===== config.mk =====
export PLATFORM = sky130hd
export DESIGN_NAME = riscv_hazard_scheduler
export DESIGN_NICKNAME = d
export VERILOG_FILES = /design/src/rtl/riscv_hazard_scheduler.sv
export SDC_FILE = /design/constraint.sdc
export NUM_CORES = 1
export LEC_CHECK = 0
export CAP_MARGIN = 20
export CORE_UTILIZATION = 47
export DETAILED_ROUTE_END_ITERATION = 8
export PLACE_DENSITY = 0.82
export SYNTH_ARGS = -nofsm -noshare
export SYNTH_HDL_FRONTEND = slang
export SYNTH_SLANG_ARGS = --single-unit
export TNS_END_PERCENT = 10

===== constraint.sdc =====
create_clock -name clk -period 2.4 [get_ports clk]
set_input_delay 0.36 -clock clk [delete_from_list [all_inputs] [get_ports clk]]
set_output_delay 0.36 -clock clk [all_outputs]
set_load 0.02 [all_outputs]

===== src/rtl/riscv_hazard_scheduler.sv =====
`default_nettype none
// ============================================================================
// Module   : riscv_hazard_scheduler
// Purpose  : In-order RISC-V decode issue control. Tracks the EX/MEM/WB
//            destination registers, stalls decode on RAW hazards, inserts
//            bubbles, flushes on taken branches and counts stall cycles.
//            Build option RISCV_HAZARD_FORWARDING_EN enables operand
//            forwarding, which reduces stalls to the load-use case only.
// Revision : 1.0 - initial release
// ============================================================================
module riscv_hazard_scheduler #(
  parameter int STALL_CNT_W = 16
) (
  input  logic                   clk,
  input  logic                   rst,
  input  logic                   id_valid,
  input  logic [31:0]            id_instr,
  input  logic                   br_taken,
  output logic                   id_ready,
  output logic                   flush_if_id,
  output logic                   bubble,
  output logic [1:0]             fwd_a_sel,
  output logic [1:0]             fwd_b_sel,
  output logic [STALL_CNT_W-1:0] stall_cnt
);

  localparam logic [6:0] OP_R    = 7'b0110011;
  localparam logic [6:0] OP_I    = 7'b0010011;
  localparam logic [6:0] OP_S    = 7'b0100011;
  localparam logic [6:0] OP_B    = 7'b1100011;
  localparam logic [6:0] OP_LOAD = 7'b0000011;
  localparam logic [6:0] OP_U    = 7'b0110111;
  localparam logic [6:0] OP_J    = 7'b1101111;

  typedef struct packed {
    logic       valid;
    logic       writes;
    logic [4:0] rd;
    logic       is_load;
  } slot_t;

  logic [4:0] rs1, rs2, rd;
  logic [6:0] opcode;
  logic       reads_rs1, reads_rs2, writes_rd, is_load;
  slot_t      ex_slot, mem_slot, wb_slot, ex_next;
  logic       ex_hit_a, ex_hit_b, mem_hit_a, mem_hit_b, wb_hit_a, wb_hit_b;
  logic       hazard_raw, hazard, issue, stall_evt;
  logic [1:0] fwd_a_next, fwd_b_next;
  logic       unused_bits;

  assign rs1    = id_instr[19:15];
  assign rs2    = id_instr[24:20];
  assign rd     = id_instr[11:7];
  assign opcode = id_instr[6:0];

  // A source only matters when it is actually read and is not x0.
  function automatic logic slot_hit(input slot_t s, input logic [4:0] src, input logic used);
    return used && (src != 5'd0) && s.valid && s.writes && (s.rd == src);
  endfunction

  // Classify which register fields the decode instruction reads and writes.
  always_comb begin
    reads_rs1 = 1'b0;
    reads_rs2 = 1'b0;
    writes_rd = 1'b0;
    is_load   = 1'b0;
    case (opcode)
      OP_R:    begin reads_rs1 = 1'b1; reads_rs2 = 1'b1; writes_rd = 1'b1; end
      OP_I:    begin reads_rs1 = 1'b1; writes_rd = 1'b1; end
      OP_S:    begin reads_rs1 = 1'b1; reads_rs2 = 1'b1; end
      OP_B:    begin reads_rs1 = 1'b1; reads_rs2 = 1'b1; end
      OP_LOAD: begin reads_rs1 = 1'b1; writes_rd = 1'b1; is_load = 1'b1; end
      OP_U:    writes_rd = 1'b1;
      OP_J:    writes_rd = 1'b1;
      default: ;
    endcase
    if (rd == 5'd0) writes_rd = 1'b0;
  end

  assign ex_hit_a  = slot_hit(ex_slot,  rs1, reads_rs1);
  assign ex_hit_b  = slot_hit(ex_slot,  rs2, reads_rs2);
  assign mem_hit_a = slot_hit(mem_slot, rs1, reads_rs1);
  assign mem_hit_b = slot_hit(mem_slot, rs2, reads_rs2);
  assign wb_hit_a  = slot_hit(wb_slot,  rs1, reads_rs1);
  assign wb_hit_b  = slot_hit(wb_slot,  rs2, reads_rs2);

`ifdef RISCV_HAZARD_FORWARDING_EN
  // Only a load still in EX cannot be forwarded; the youngest producer wins.
  always_comb begin
    hazard_raw  = ex_slot.is_load & (ex_hit_a | ex_hit_b);
    fwd_a_next  = ex_hit_a ? 2'b01 : (mem_hit_a ? 2'b10 : 2'b00);
    fwd_b_next  = ex_hit_b ? 2'b01 : (mem_hit_b ? 2'b10 : 2'b00);
    unused_bits = &{mem_slot.is_load, wb_slot.is_load, wb_hit_a, wb_hit_b,
                    id_instr[31:25], id_instr[14:12]};
  end
`else
  // Without forwarding any in-flight producer blocks issue until it retires.
  always_comb begin
    hazard_raw  = ex_hit_a | ex_hit_b | mem_hit_a | mem_hit_b | wb_hit_a | wb_hit_b;
    fwd_a_next  = 2'b00;
    fwd_b_next  = 2'b00;
    unused_bits = &{ex_slot.is_load, mem_slot.is_load, wb_slot.is_load,
                    id_instr[31:25], id_instr[14:12]};
  end
`endif

  assign hazard      = id_valid & hazard_raw;
  assign id_ready    = rst & ~hazard & ~br_taken;
  assign flush_if_id = br_taken;
  assign issue       = id_valid & id_ready;
  assign stall_evt   = hazard & ~br_taken;

  // The issued instruction enters EX; anything else becomes an empty slot.
  always_comb begin
    ex_next = '0;
    if (issue) begin
      ex_next.valid   = 1'b1;
      ex_next.writes  = writes_rd;
      ex_next.rd      = rd;
      ex_next.is_load = is_load;
    end
  end

  // Advance the in-flight slots and register the per-issue outputs.
  always_ff @(posedge clk) begin
    if (!rst) begin
      ex_slot   <= '0;
      mem_slot  <= '0;
      wb_slot   <= '0;
      bubble    <= 1'b0;
      fwd_a_sel <= 2'b00;
      fwd_b_sel <= 2'b00;
      stall_cnt <= '0;
    end else begin
      ex_slot   <= ex_next;
      mem_slot  <= ex_slot;
      wb_slot   <= mem_slot;
      bubble    <= stall_evt;
      fwd_a_sel <= issue ? fwd_a_next : 2'b00;
      fwd_b_sel <= issue ? fwd_b_next : 2'b00;
      if (stall_evt && (stall_cnt != {STALL_CNT_W{1'b1}}))
        stall_cnt <= stall_cnt + 1'b1;
    end
  end

endmodule
`default_nettype wire


Word level (Yosys, flattened, before mapping)
Cells that the tools add are included.

word-level totals
  word-level logic and storage cells = 75
  flip-flop bits (word level) = 38
  input port bits = 36

operators by class
  $add $sub $neg = 1
  bitwise logic cells = 14
  equal/unequal tests = 14
  multiplexer cells = 6
  reductions and logical operators = 29

operators by type and width
  cell                                                  count
  equality test 5 bit                                   6
  equality test 7 x 6 -> 1 bit (second input constant)  3
  logical AND 1 bit                                     21
  adder 16 x 1 -> 16 bit (second input constant)        1
  inequality test 16 bit (second input constant)        1
  equality test 7 bit (second input constant)           2
  nonzero test 5 bit                                    2
  OR reduction 5 bit                                    2
  two-way mux 8 bit                                     1
  equality test 7 x 2 -> 1 bit (second input constant)  1
  equality test 7 x 5 -> 1 bit (second input constant)  1
  OR reduction 3 bit                                    2
  bitwise AND 1 bit                                     5
  logical NOT 5 bit                                     1
  two-way mux 1 bit                                     5
  OR 1 bit                                              5
  NOT 1 bit                                             4
  AND reduction 2 bit                                   1

Logic depth before layout (Yosys ltp)
  depth in word-level cells = 19
  depth in mapped cells = 10
  depth with buffers taken out = 7

Worst setup path before layout
Ideal clock, no wire load.

  path kind = flip-flop to flip-flop
  start point = register stall_cnt[2]
  end point = register stall_cnt[1]
  arrival = 2029 ps
  period minus slack after synthesis = 2157 ps
  slack = 243 ps
  setup time = 128 ps
  cell stages (with the launch flop) = 11
  data required time = 2272 ps
  path through = dfxtp_1 > and4_1 > clkbuf_1 > and2_1 > nand4_1 > nand3b_1 > a21o_1 > buf_6 > buf_2 > mux2i_1 > nor2_1

between the ends
  word-level cells in the longest chain between the ends = 2

RTL lines
  what                      RTL line  source
  start: declaration        24        output logic [STALL_CNT_W-1:0] stall_cnt
  start signal: assignment  142       stall_cnt <= stall_cnt + 1'b1;
  inequality test 16 bit    141       if (stall_evt && (stall_cnt != {STALL_CNT_W{1'b1}}))
  logical AND 1 bit         141

No other way between the ends.
A chain may end at the register's enable or synchronous reset.

Worst setup path in the final report
  start point = input port id_instr[17]
  end point = output port id_ready

between the ends
  word-level cells in the longest chain between the ends = 14

RTL lines
  what                               RTL line  source
  start: declaration                 17        input logic [31:0] id_instr,
  nonzero test 5 bit                 58        return used && (src != 5'd0) && s.valid && s.writes && (s.rd == src);
  logical AND 1 bit (4 in series)    58
  OR 1 bit (3 in series)             99        hazard_raw = ex_hit_a | ex_hit_b | mem_hit_a | mem_hit_b | wb_hit_a | wb_hit_b;
  OR 1 bit * (2 in series)           99
  bitwise AND 1 bit *                107       assign hazard = id_valid & hazard_raw;
  NOT 1 bit *                        108       assign id_ready = rst & ~hazard & ~br_taken;
  bitwise AND 1 bit * (2 in series)  108
  end: declaration                   19        output logic id_ready,

Every way passes the cells marked *; elsewhere a longest branch is shown, timed or not.

==> results_dict.tcl <==
set metrics [dict create \
    antenna_found_initial 0 \
    die_x_um 66.2 \
    min-delay-start "mem_slot[7]$_SDFF_PN0_" \
    core_um2 3800 \
    fillers 280 \
    clock_power_share 0.454 \
    layout-drive-gt1-share 0.147 \
    yosysUniqueCellTypes 35 \
    overflow 0 \
    ys_async_sr_fraction 0 \
    wl_met2_mm 2.22 \
    relSlewSlack 0.653 \
    clk_pin_slew_worst_paths_ns 0.08 \
    max_cap_violations 0 \
    period_share 0.975 \
    final_cells 334 \
    syn-cell-area_um2 1940 \
    holdPathStages 1 \
    preCtsSetupSlack_ns -0.538 \
    p_int_uw 1130 \
    dr_wl_met3_um 255 \
    clkLatencyLatePin_ns 0.29 \
    postSynthAreaPerCell_um2 8.73 \
    ios 59 \
    max_freq_mhz 427 \
    total_power_uw 1440 \
    grtUsageTotal 0.226 \
    min_path_type "register to register" \
    maxUsedRoutingLayer "met4" \
    clock_sinks 38 \
    wirelength_mm 4.67 \
    synth_edf_count 0 \
    grt_pass1_vias 1660 \
    core.rowCount 22 \
    cts_root_buf "clkbuf_8" \
    wl_per_cell_um 14.0 \
    critPathLaunchType "input pin" \
    power_frac_seq 0.446 \
    dieHeight_um 66.2 \
    fin_util 0.718 \
    n_antenna_cell 0 \
    first_iter_violations 87 \
    dp_cells 325 \
    gp_congestion 0.832 \
    min_period_ns 2.34 \
    tightest_slew_ns 0.516 \
    r2r-start "wb_slot[3]$_SDFF_PN0_" \
    ant_nets 0 \
    cts_tree "done" \
    p_leak_uw 0.00104 \
    vias 1790 \
    drt-met1-wl_mm 2.13 \
    htree_num_levels 2 \
    worstSetupEndpointType "output port" \
    route.detailed.drc 0 \
    numPortBuffers 44 \
    postCtsHoldBufs 0 \
    min_to "wb_slot[7]$_SDFF_PN0_" \
    regToRegEndpoint "stall_cnt[15]$_SDFFE_PN0P_" \
    grt_max_degree 26 \
    layout_commonest_cell "dfxtp_1" \
    power_density_nw_per_um2 527 \
    worstSetupPathType "input pin to output port" \
    cp_max_fo 4 \
    status "complete, no violations" \
    layout_common_cells "dfxtp_1 (38), clkdlybuf4s50_1 (33), xnor2_1 (23), buf_4 (22), and2_1 (21)" \
    hold_viol_final 0 \
    cp.arrival_ns 1.98 \
    hpwlAfterDp_mm 3.43 \
    grt_pass1_wl_mm 7.43 \
    synthCells 222 \
    flow.area_growth_from_synthesis_pct 40.7 \
    dr.pass1.iters 4 \
    yosysSeqAreaShare 0.393 \
    r2r_slack_ns 0.22 \
    cts_buffers 5 \
    dieArea_um2 4380 \
    cts_buffer_depth 2 \
    drv_slew 0 \
    ys.flop_type "dfxtp_1" \
    fin_skew_ns 0.0101 \
    vdd_drop_max_uv 303 \
    reg2reg_depth 7 \
    routed_via_density 5.36 \
    setup_ws_ns 0.0603 \
    start_util 0.510 \
    setup_viol 0 \
    power.switching_uw 308 \
    layout.nets 322 \
    yosys_register_bits 38 \
    required_ns 2.04 \
    switching_share 0.214 \
    power_frac_comb 0.100 \
    yosys_warnings 0 \
]
-- power groups by stage --
stage / Clock, µW / Combinational [µW] / Sequential (µW)
after floorplan: 0 / 64.9 / 655
after global placement: 0 / 141 / 656
after CTS: 656 / 143 / 641
after global routing: 694 / 157 / 642
final: 652 / 144 / 641
after detailed placement: 0 / 144 / 656
-- Yosys cell counts (2+ instances only) --
cell type	n	area share
dfxtp_1	38	0.39
xnor2_1	24	0.11
and2_1	21	0.068
nand2_1	14	0.027
nand4_1	12	0.039
or3_1	12	0.039
a21oi_1	10	0.026
o21ai_0	10	0.026
nand2b_1	8	0.026
nand3_1	8	0.021
nor3_1	7	0.018
xor2_1	7	0.032
and3_1	6	0.019
nor2_1	6	0.012
buf_4	5	0.019
clkbuf_1	5	0.0097
mux2i_1	4	0.021
o31ai_1	3	0.012
and4_1	2	0.0090
inv_1	2	0.0039
nor4_1	2	0.0065
o211ai_1	2	0.0077
or4_1	2	0.0077
-- layer usage --
| layer | up-vias | global-route usage |
|---|---|---|
| met5 | - | 0 |
| met4 | 0 | 0.0771 |
| met3 | 8 | 0.0448 |
| met2 | 55 | 0.366 |
| met1 | 828 | 0.296 |
| li1 | 899 | - |
-- cell families after synthesis --
group,count (synthesis),share of synthesized area
AO/OA/AOI/OAI,31,0.0975
flip-flops,38,0.393
buffers and inverters,14,0.0413
XOR/XNOR,31,0.140
AND/OR/NAND/NOR,102,0.300
other,1,0.00193
adder cells (fa/ha/maj),1,0.00645
multiplexers,4,0.0207
-- flip-flops by register name, summed over array words and instances, names as in the netlist --
name / flops
stall_cnt: 16
bubble: 1
ex_slot: 7
mem_slot: 7
wb_slot: 7
-- timing repair --
item                                    in CTS  in global routing
pin swaps                                    7                  8
buffers inserted                             0                  1
endpoints found under the setup margin      14                 13
gates resized for setup                     21                  8
-- worst max-delay path, stage by stage --
cell and delay [ns]:
dlygate4sd2_1 0.30, xnor2_1 0.20, nand4_1 0.11, or3_1 0.40, a31o_1 0.28, nand2_2 0.10
a21oi_2 0.07, buf_4 0.17
-- layout make-up --
class	count	area, µm²	area share
multi-input cells	173	1170	0.429
flip-flops and latches	38	761	0.279
repair buffers	65	591	0.217
clock buffers	5	68.8	0.0252
clock inverters	3	68.8	0.0252
well taps	48	60.1	0.0220
inverters	2	7.51	0.00275
-- through the flow --
stage	setup TNS, ns	instance area [µm²]	hold WS, ns
2_1_floorplan	0	1950	0.430
3_3_place_gp	-5.83	2530	0.435
3_5_place_dp	-6.97	2530	0.445
4_1_cts	0	2680	0.463
5_1_grt	-0.00860	2730	0.493
6_report	0	2730	0.463
-- how the worst max path moves through the flow --
stage | from | endpoint | slack [ns] | cells past startpoint
after floorplan | stall_cnt[2]$_SDFFE_PN0P_ | stall_cnt[1]$_SDFFE_PN0P_ | 0.24 | 10
after global placement | id_instr[15] | id_ready | -0.50 | 7
after detailed placement | id_instr[22] | id_ready | -0.54 | 8
after CTS | id_instr[16] | id_ready | 0.0005 | 8
after global routing | id_instr[3] | id_ready | -0.009 | 8
final | id_instr[17] | id_ready | 0.06 | 8
Note: power is estimated with default switching activity, not from simulation.
